<file path="config.mk">
export PLATFORM = sky130hd
export DESIGN_NAME = feature_map_writer
export DESIGN_NICKNAME = d
export VERILOG_FILES = /design/src/rtl/feature_map_writer_pkg.sv /design/src/rtl/feature_map_writer_rf_pos_counter.sv /design/src/rtl/feature_map_writer.sv
export SDC_FILE = /design/constraint.sdc
export NUM_CORES = 1
export LEC_CHECK = 0
export CAP_MARGIN = 30
export CELL_PAD_IN_SITES_DETAIL_PLACEMENT = 1
export CELL_PAD_IN_SITES_GLOBAL_PLACEMENT = 1
export CORE_ASPECT_RATIO = 0.5
export CORE_MARGIN = 2
export CORE_UTILIZATION = 30
export DETAILED_ROUTE_END_ITERATION = 10
export MAX_ROUTING_LAYER = met4
export PLACE_DENSITY = 0.72
export SLEW_MARGIN = 10
export SYNTH_ARGS = -nofsm -noshare
export SYNTH_HDL_FRONTEND = slang
export SYNTH_SLANG_ARGS = --single-unit
export TNS_END_PERCENT = 10
</file>
<file path="constraint.sdc">
create_clock -name clk -period 36 [get_ports clk]
set_input_delay 7.2 -clock clk [delete_from_list [all_inputs] [get_ports clk]]
set_output_delay 7.2 -clock clk [all_outputs]
set_load 0.01 [all_outputs]
</file>
<file path="src/rtl/feature_map_writer_pkg.sv">
// feature_map_writer_pkg: shared state encoding and output-map geometry helpers
package feature_map_writer_pkg;
    typedef enum logic [1:0] {IDLE = 2'd0, ACCEPT = 2'd1, DONE = 2'd2} state_e;
    function automatic int out_dim(input int n, input int f);
        return n - f + 1;
    endfunction
    // Element index of the first pixel of a half-row; also used by the selector side
    function automatic int elem_offset(input int row, input int col, input int out_w);
        return row * out_w + col * (out_w / 2);
    endfunction
endpackage

</file>
<file path="src/rtl/feature_map_writer_rf_pos_counter.sv">
// rf_pos_counter: row/half-column position walker shared by writer and selector sequencer
module rf_pos_counter #(
    parameter int ROWS = 6
) (
    input  logic       clk,
    input  logic       rst,
    input  logic       clear_i,
    input  logic       advance_i,
    output logic [3:0] row_o,
    output logic       col_o,
    output logic       last_o
);
    logic [3:0] row_q, row_d;
    logic       col_q, col_d;
    always_comb begin
        last_o = (row_q == 4'(ROWS - 1)) && col_q;
        col_d  = clear_i ? 1'b0 : advance_i ? ~col_q : col_q;
        row_d  = (clear_i || (advance_i && last_o)) ? 4'd0 :
                 (advance_i && col_q) ? row_q + 4'd1 : row_q;
    end
    always_ff @(posedge clk or posedge rst) begin
        if (rst) begin
            row_q <= 4'd0;
            col_q <= 1'b0;
        end else begin
            row_q <= row_d;
            col_q <= col_d;
        end
    end
    assign row_o = row_q;
    assign col_o = col_q;
endmodule

</file>
<file path="src/rtl/feature_map_writer.sv">
// feature_map_writer: assembles the convolution output map from half-row transfers
module feature_map_writer
    import feature_map_writer_pkg::*;
#(
    parameter int DATA_WIDTH = 16,
    parameter int H = 8,
    parameter int W = 8,
    parameter int F = 3,
    localparam int OUT_H = out_dim(H, F),
    localparam int OUT_W = out_dim(W, F),
    localparam int HALF = OUT_W / 2
) (
    input  logic                                clk,
    input  logic                                reset,
    input  logic                                start,
    input  logic                                in_valid,
    output logic                                in_ready,
    input  logic [HALF*DATA_WIDTH-1:0]          in_data,
    output logic [3:0]                          rowNumber,
    output logic [3:0]                          column,
    output logic [OUT_H*OUT_W*DATA_WIDTH-1:0]   outputImage,
    output logic                                busy,
    output logic                                frame_done
);
    localparam int IMG_BITS = OUT_H * OUT_W * DATA_WIDTH;
    localparam int LOW = $clog2(IMG_BITS);
    if ((OUT_W % 2) != 0 || OUT_H > 16) begin : g_bad_dims
        $error("feature_map_writer: OUT_W must be even and OUT_H <= 16");
    end
    state_e                state_q, state_d;
    logic                  ready_q, done_q, wr_en, clear, last, col;
    logic [IMG_BITS-1:0]   img_q, img_d;
    logic [LOW-1:0]        lo;
    // start outranks a coincident transfer; start is ignored while DONE
    assign wr_en = in_valid & ready_q & ~start;
    assign clear = start & (state_q != DONE);
    rf_pos_counter #(.ROWS(OUT_H)) u_pos (
        .clk      (clk),
        .rst      (reset),
        .clear_i  (clear),
        .advance_i(wr_en),
        .row_o    (rowNumber),
        .col_o    (col),
        .last_o   (last)
    );
    // Element 0 sits at the MSBs, so the half-row slice is addressed from the top
    always_comb begin
        state_d = (state_q == DONE) ? IDLE : clear ? ACCEPT : (wr_en && last) ? DONE : state_q;
        lo      = LOW'((OUT_H * OUT_W - elem_offset(int'(rowNumber), int'(col), OUT_W) - HALF) * DATA_WIDTH);
        img_d   = img_q;
        if (wr_en) img_d[lo +: HALF*DATA_WIDTH] = in_data;
    end
    always_ff @(posedge clk or posedge reset) begin
        if (reset) begin
            state_q <= IDLE;
            ready_q <= 1'b0;
            done_q  <= 1'b0;
            img_q   <= '0;
        end else begin
            state_q <= state_d;
            ready_q <= (state_d == ACCEPT);
            done_q  <= (state_d == DONE);
            img_q   <= img_d;
        end
    end
    assign in_ready    = ready_q;
    assign busy        = ready_q;
    assign frame_done  = done_q;
    assign column      = {3'd0, col};
    assign outputImage = img_q;
endmodule

</file>
==> impl_metrics.json, run 1 <==
{
  "synth_top_family_by_area": "multiplexers",
  "yosysUniqueCellTypes": 69,
  "synth_area_leader_cell": "dfrtp_1",
  "core-area_mm2": 0.0909,
  "portBuffers": 635,
  "layout-drive-gt1-share": 0.179,
  "cp_data_arrival_time_ns": 10.36,
  "synth_commonest_cells": "dfrtp_1, mux2_2, mux2i_1",
  "overflow": 0,
  "first_global_vias": 23800,
  "postCtsResizedCells": 0,
  "clk_latency_ns": 0.65,
  "max_slew_margin": 0.300,
  "status": "finished, final reports clean",
  "synthCells": 2352,
  "synth-edff-count": 0,
  "setup_violations": 0,
  "crit_chain": "clkdlybuf4s50_1 > or2_2 > nor3_1 > mux2i_4 > buf_4 > nor3_4 > mux2_2",
  "swShare": 0.343,
  "p_comb_frac": 0.334,
  "cts_tree": "yes",
  "synth_xor_area_frac": 0.00985,
  "clockPowerShare": 0.280,
  "synthArstFlopShare": 1.00,
  "crit_required_ns": 36.53,
  "grtUsageTotal": 0.254,
  "slew_viol_final": 0,
  "slowest_delay_ns": 0.66,
  "h-tree-depth": 2,
  "viasPerCell": 5.34,
  "drc": 0,
  "maxClockFrequency_mhz": 102,
  "synthesis.area_mm2": 0.0276,
  "synthMuxAreaShare": 0.214,
  "startpoint_type": "input pin",
  "vias": 22700,
  "cts.clk_slew.worst_paths_ns": 0.07,
  "power.internal_w": 0.00150,
  "synthFlopType": "dfrtp_1",
  "final.setup_skew_ns": 0.0370,
  "synth_seq_area_share": 0.531,
  "post_synth.cell_area_avg_um2": 11.7,
  "rsz0062_at_grt": "false",
  "maxCapViolCount": 0,
  "nNetsFinal": 3017,
  "tightest_slew_ns": 1.05,
  "dpl.hpwl_um": 88600,
  "synth_top_area_share": 0.531,
  "die_y_um": 218,
  "first_iter_violations": 1916,
  "area_delta_synth_final_pct": 36.2,
  "place_ws_ns": 25.49,
  "initial_core_util": 0.303,
  "hp-start": "outputImage[4]$_DFFE_PP0P_",
  "die_x_um": 433,
  "grt_pass1_wl_um": 171000,
  "antenna_found_initial": 12,
  "crit_path_start": "start",
  "pwr-share-seq": 0.387,
  "path_buf_inv": 2,
  "yosys.area_share.adder": 0.00708,
  "postRouteAntennaNets": 0,
  "routedWlPerCell_um": 28.4,
  "boundaryPins": 639,
  "numClockSinks": 585,
  "endpoint_kind": "flop",
  "clock_path_buffers": 3,
  "critPathMaxFanout": 21,
  "min_path_type": "flop to flop",
  "synthTopCellsByArea": "dfrtp_1, mux2_2, mux2i_1",
  "ys_seq_elements": 585,
  "final.setup.tns_ns": 0,
  "p_per_area_mw_per_mm2": 60.7,
  "timing.final.ws_setup_ns": 26.17,
  "cts_hold_buf": 0,
  "root_buffer": "clkbuf_16",
  "yosys_warnings": 0,
  "grt_max_degree": 114,
  "num_rows": 78,
  "hold_viol_final": 0,
  "wirelength_um": 121000,
  "cpMaxStageDelayCell": "nor3_4",
  "max-vdd-ir-drop_uv": 30.9,
  "cts_buffers": 55,
  "p_leak_nw": 16.9,
  "cp_top_family": "simple AND/OR/NAND/NOR gates",
  "path_class": "input pin to flop",
  "finalCritPeriodShare": 0.273,
  "cts_setup_buffers": 0,
  "min_period_ns": 9.83,
  "synth.most_common_cell": "dfrtp_1",
  "synth-simple-area-share": 0.0654,
  "worstReg2RegStart": "u_pos.col_o$_DFFE_PP0P_",
  "synth_compound_area_frac": 0.120,
  "die-area_mm2": 0.0945,
  "p_switching_w": 0.000781,
  "drtPass1Iterations": 5,
  "gp_congestion": 0.943
}
## power groups by stage
stage / logic, W / clock network, W / registers (W)
after floorplan: 0.000256 / 0 / 0.000930
after global placement: 0.000733 / 0 / 0.000888
after detailed placement: 0.000752 / 0 / 0.000892
after CTS: 0.000757 / 0.000648 / 0.000882
after global routing: 0.000793 / 0.000674 / 0.000895
final: 0.000760 / 0.000637 / 0.000881
## routing by layer
metal | share of wire | GRT usage | wire, µm | up-vias
met3 | 0.053 | 0.0400 | 6350 | 330
met1 | 0.37 | 0.284 | 45100 | 12000
met4 | 0.073 | 0.166 | 8760 | 0
li1 | - | - | - | 9525
met2 | 0.50 | 0.425 | 60500 | 830
met5 | 0 | - | 0 | -
## final timing paths
path / to / slack (ns) / cells past startpoint
worst min-delay path: outputImage[4]$_DFFE_PP0P_ / 0.48 / 1
worst max-delay path: outputImage[360]$_DFFE_PP0P_ / 26.17 / 7
min in group asynchronous: outputImage[85]$_DFFE_PP0P_ / 7.15 / 2
worst max register to register: outputImage[188]$_DFFE_PP0P_ / 29.38 / 11
max in group asynchronous: outputImage[192]$_DFFE_PP0P_ / 26.91 / 6
worst min register to register: outputImage[4]$_DFFE_PP0P_ / 0.48 / 1
## stage by stage
| step | std cells | util | instance area [µm²] | hold WS (ns) | total power (W) |
|---|---|---|---|---|---|
| after floorplan | 2354 | - | 27600 | 0.472 | 0.00119 |
| after global placement | 4115 | 0.388 | 35300 | 0.460 | 0.00162 |
| after detailed placement | 4126 | 0.390 | 35500 | 0.465 | 0.00164 |
| after CTS | 4230 | 0.412 | 37400 | 0.482 | 0.00229 |
| after global routing | 4246 | 0.413 | 37500 | 0.500 | 0.00236 |
| final | 4248 | 0.413 | 37500 | 0.478 | 0.00228 |
## worst reg2reg max path, delay by kind of cell, from the launching register on
kind | cells | cell delay [ns]
AND/OR/NAND/NOR | 3 | 2.33
buffers and inverters | 3 | 1.36
flip-flops | 1 | 0.63
XOR/XNOR | 1 | 0.49
multiplexers | 1 | 0.21
adder cells (fa/ha/maj) | 2 | 1.03
AO/OA/AOI/OAI | 1 | 0.49
## cell usage in the layout (no fill, tap or decap), drive strengths merged, types with 19 or more instances in the layout
master and n:
mux2i 250, dfrtp 585, or2 20, nand4 23, clkdlybuf4s50 635, nand2 83
o31ai 33, o21ai 151, a211oi 20, a22o 46, inv 180, clkbuf 69
nor3 24, buf 81, o22ai 29, and2 20, a21oi 72, nor2 120
mux2 302, o2bb2ai 19, a22oi 19
## area by class of cell
| type | instances | area [µm²] |
|---|---|---|
| Antenna cell | 11 | 27.5 |
| Fill cell | 9683 | 53300 |
| Inverter | 176 | 668 |
| Timing Repair Buffer | 716 | 7120 |
| Tap cell | 1240 | 1550 |
| Multi-Input combinational cell | 1416 | 11600 |
| Sequential cell | 585 | 14600 |
| Clock buffer | 69 | 1520 |
| Clock inverter | 35 | 407 |
## state kept, by name, summed over array words and instances (netlist names)
name / count
outputImage: 576
u_pos.row_o: 4
state_q: 2
busy: 1
frame_done: 1
u_pos.col_o: 1
## cell families after synthesis
kind of cell | after synthesis
compound gates | 482
xor+xnor | 21
fa+ha+maj | 15
buf+inv | 353
flops | 585
mux | 552
other cells | 1
simple gates | 343
(Power assumes the default switching activity.)
==> run 2, diff against run 1 <==
==> constraint.sdc (replaced) <==
create_clock -name clk -period 9.2 [get_ports clk]
set_input_delay 1.84 -clock clk [delete_from_list [all_inputs] [get_ports clk]]
set_output_delay 1.84 -clock clk [all_outputs]
set_load 0.01 [all_outputs]
==> impl_metrics.json, run 2 (same netlist as run 1, synthesis figures left out) <==
{
  "startpoint_type": "flop",
  "grt_max_degree": 154,
  "reg2reg_depth": 12,
  "h-tree-depth": 2,
  "slew_viol_final": 0,
  "die_x_um": 433,
  "maxCapViolCount": 0,
  "gp_congestion": 0.946,
  "grt_pass1_wl_um": 173000,
  "cts_tree": "yes",
  "drtPass1Iterations": 5,
  "wirelength_um": 122000,
  "cts_buffers": 57,
  "postLayoutCellArea_mm2": 0.0375,
  "final.setup_skew_ns": 0.0366,
  "largest_reg_flops": 576,
  "holdPathEnd": "outputImage[124]$_DFFE_PP0P_",
  "fin_hold_ws_ns": 0.479,
  "hp-start": "outputImage[124]$_DFFE_PP0P_",
  "power_w": 0.00894,
  "timing.final.ws_setup_ns": 2.68,
  "cts_setup_buffers": 0,
  "place_ws_ns": 2.41,
  "postRouteAntennaNets": 0,
  "die-area_mm2": 0.0945,
  "max-vdd-ir-drop_uv": 141,
  "postCtsResizedCells": 0,
  "critPathMaxFanout": 30,
  "vias": 22600,
  "root_buffer": "clkbuf_16",
  "cts.clk_slew.worst_paths_ns": 0.07,
  "grtUsageTotal": 0.259,
  "clk_latency_ns": 0.67,
  "rsz0062_at_grt": "false",
  "first_global_vias": 23800,
  "min_path_type": "flop to flop",
  "cts_hold_buf": 0,
  "tightest_slew_ns": 1.12,
  "worstReg2RegStart": "u_pos.col_o$_DFFE_PP0P_",
  "overflow": 0,
  "max_slew_margin": 0.254,
  "final.setup.tns_ns": 0,
  "antenna_found_initial": 6,
  "hold_viol_final": 0,
  "r2r-end": "outputImage[176]$_DFFE_PP0P_",
  "drc": 0,
  "ff2ff_setup_slack_ns": 2.68,
  "core-area_mm2": 0.0909,
  "place_area_mm2": 0.0354,
  "hold_depth": 2,
  "portBuffers": 635,
  "nNetsFinal": 3021,
  "dpl.hpwl_um": 89600,
  "layout_common_cells": "clkdlybuf4s50_1, dfrtp_1, mux2_2, mux2i_1, inv_1",
  "p_leak_nw": 16.9,
  "cp_data_arrival_time_ns": 7.08,
  "path_class": "flop to flop",
  "maxClockFrequency_mhz": 153,
  "initial_core_util": 0.303,
  "first_iter_violations": 1962,
  "clock_path_buffers": 3,
  "area_delta_synth_final_pct": 36.2,
  "numClockSinks": 585,
  "endpoint_kind": "flop",
  "layout_commonest_cell": "clkdlybuf4s50_1",
  "status": "finished, final reports clean",
  "num_rows": 78,
  "viasPerCell": 5.33,
  "p_per_area_mw_per_mm2": 238,
  "boundaryPins": 639,
  "min_period_ns": 6.52,
  "finalCritPeriodShare": 0.709,
  "die_y_um": 218,
  "routedWlPerCell_um": 28.7,
  "crit_required_ns": 9.76,
  "layout-drive-gt1-share": 0.177,
  "setup_violations": 0
}
-- run 2: cell types whose count changed in the layout (fill, tap and decap cells not counted), moves of 3 or more --
cell,change
diode_2,-5
buf_6,+5
buf_12,+4
clkbuf_1,+3
buf_8,-3
-- run 2: how the worst max path moves through the flow --
stage / from / end / depth (start not counted)
CTS: u_pos.col_o$_DFFE_PP0P_ / outputImage[139]$_DFFE_PP0P_ / 10
detailed placement: u_pos.col_o$_DFFE_PP0P_ / outputImage[139]$_DFFE_PP0P_ / 10
floorplan: reset / busy$_DFF_PP0_ / 1
finish: u_pos.col_o$_DFFE_PP0P_ / outputImage[176]$_DFFE_PP0P_ / 12
global placement: u_pos.col_o$_DFFE_PP0P_ / outputImage[257]$_DFFE_PP0P_ / 10
global route: u_pos.col_o$_DFFE_PP0P_ / outputImage[176]$_DFFE_PP0P_ / 12
-- run 2: critical path, stage by stage, from the launching register on --
cell and delay, ns:
dfrtp_4 0.60, clkinv_1 0.48, ha_2 0.60, buf_12 0.25, fa_1 0.50, xor2_1 0.42, nand3_1 0.60, nor2_2 0.75
a22oi_2 0.49, buf_4 0.39, nor3_4 0.77, buf_4 0.35, mux2i_1 0.20
-- run 2: cell type report --
cell class | count | area, µm²
Fill cell | 9718 | 53300
Sequential cell | 585 | 14600
Multi-Input combinational cell | 1416 | 11600
Timing Repair Buffer | 718 | 7140
Clock buffer | 76 | 1610
Tap cell | 1240 | 1550
Inverter | 176 | 664
Clock inverter | 28 | 333
Antenna cell | 6 | 15.0
-- run 2: layer usage --
layer,wire length (µm),GRT usage,vias to the layer above
met5,0,-,-
met4,7240,0.135,0
met3,6700,0.0454,329
met2,60800,0.433,790
met1,47200,0.299,12000
li1,-,-,9521
-- run 2: report_power, final --
part           switching [W]  total, W  internal (W)  leakage (nW)
Sequential          0.000342   0.00343       0.00309          7.54
Clock                0.00112   0.00252       0.00140         0.934
Combinational        0.00159   0.00298       0.00140          8.45
-- run 2: through the flow --
stage	utilization	cells
6_report	0.413	4245
5_1_grt	0.413	4243
4_1_cts	0.411	4225
3_5_place_dp	0.389	4121
3_3_place_gp	0.388	4113
2_1_floorplan	-	2354
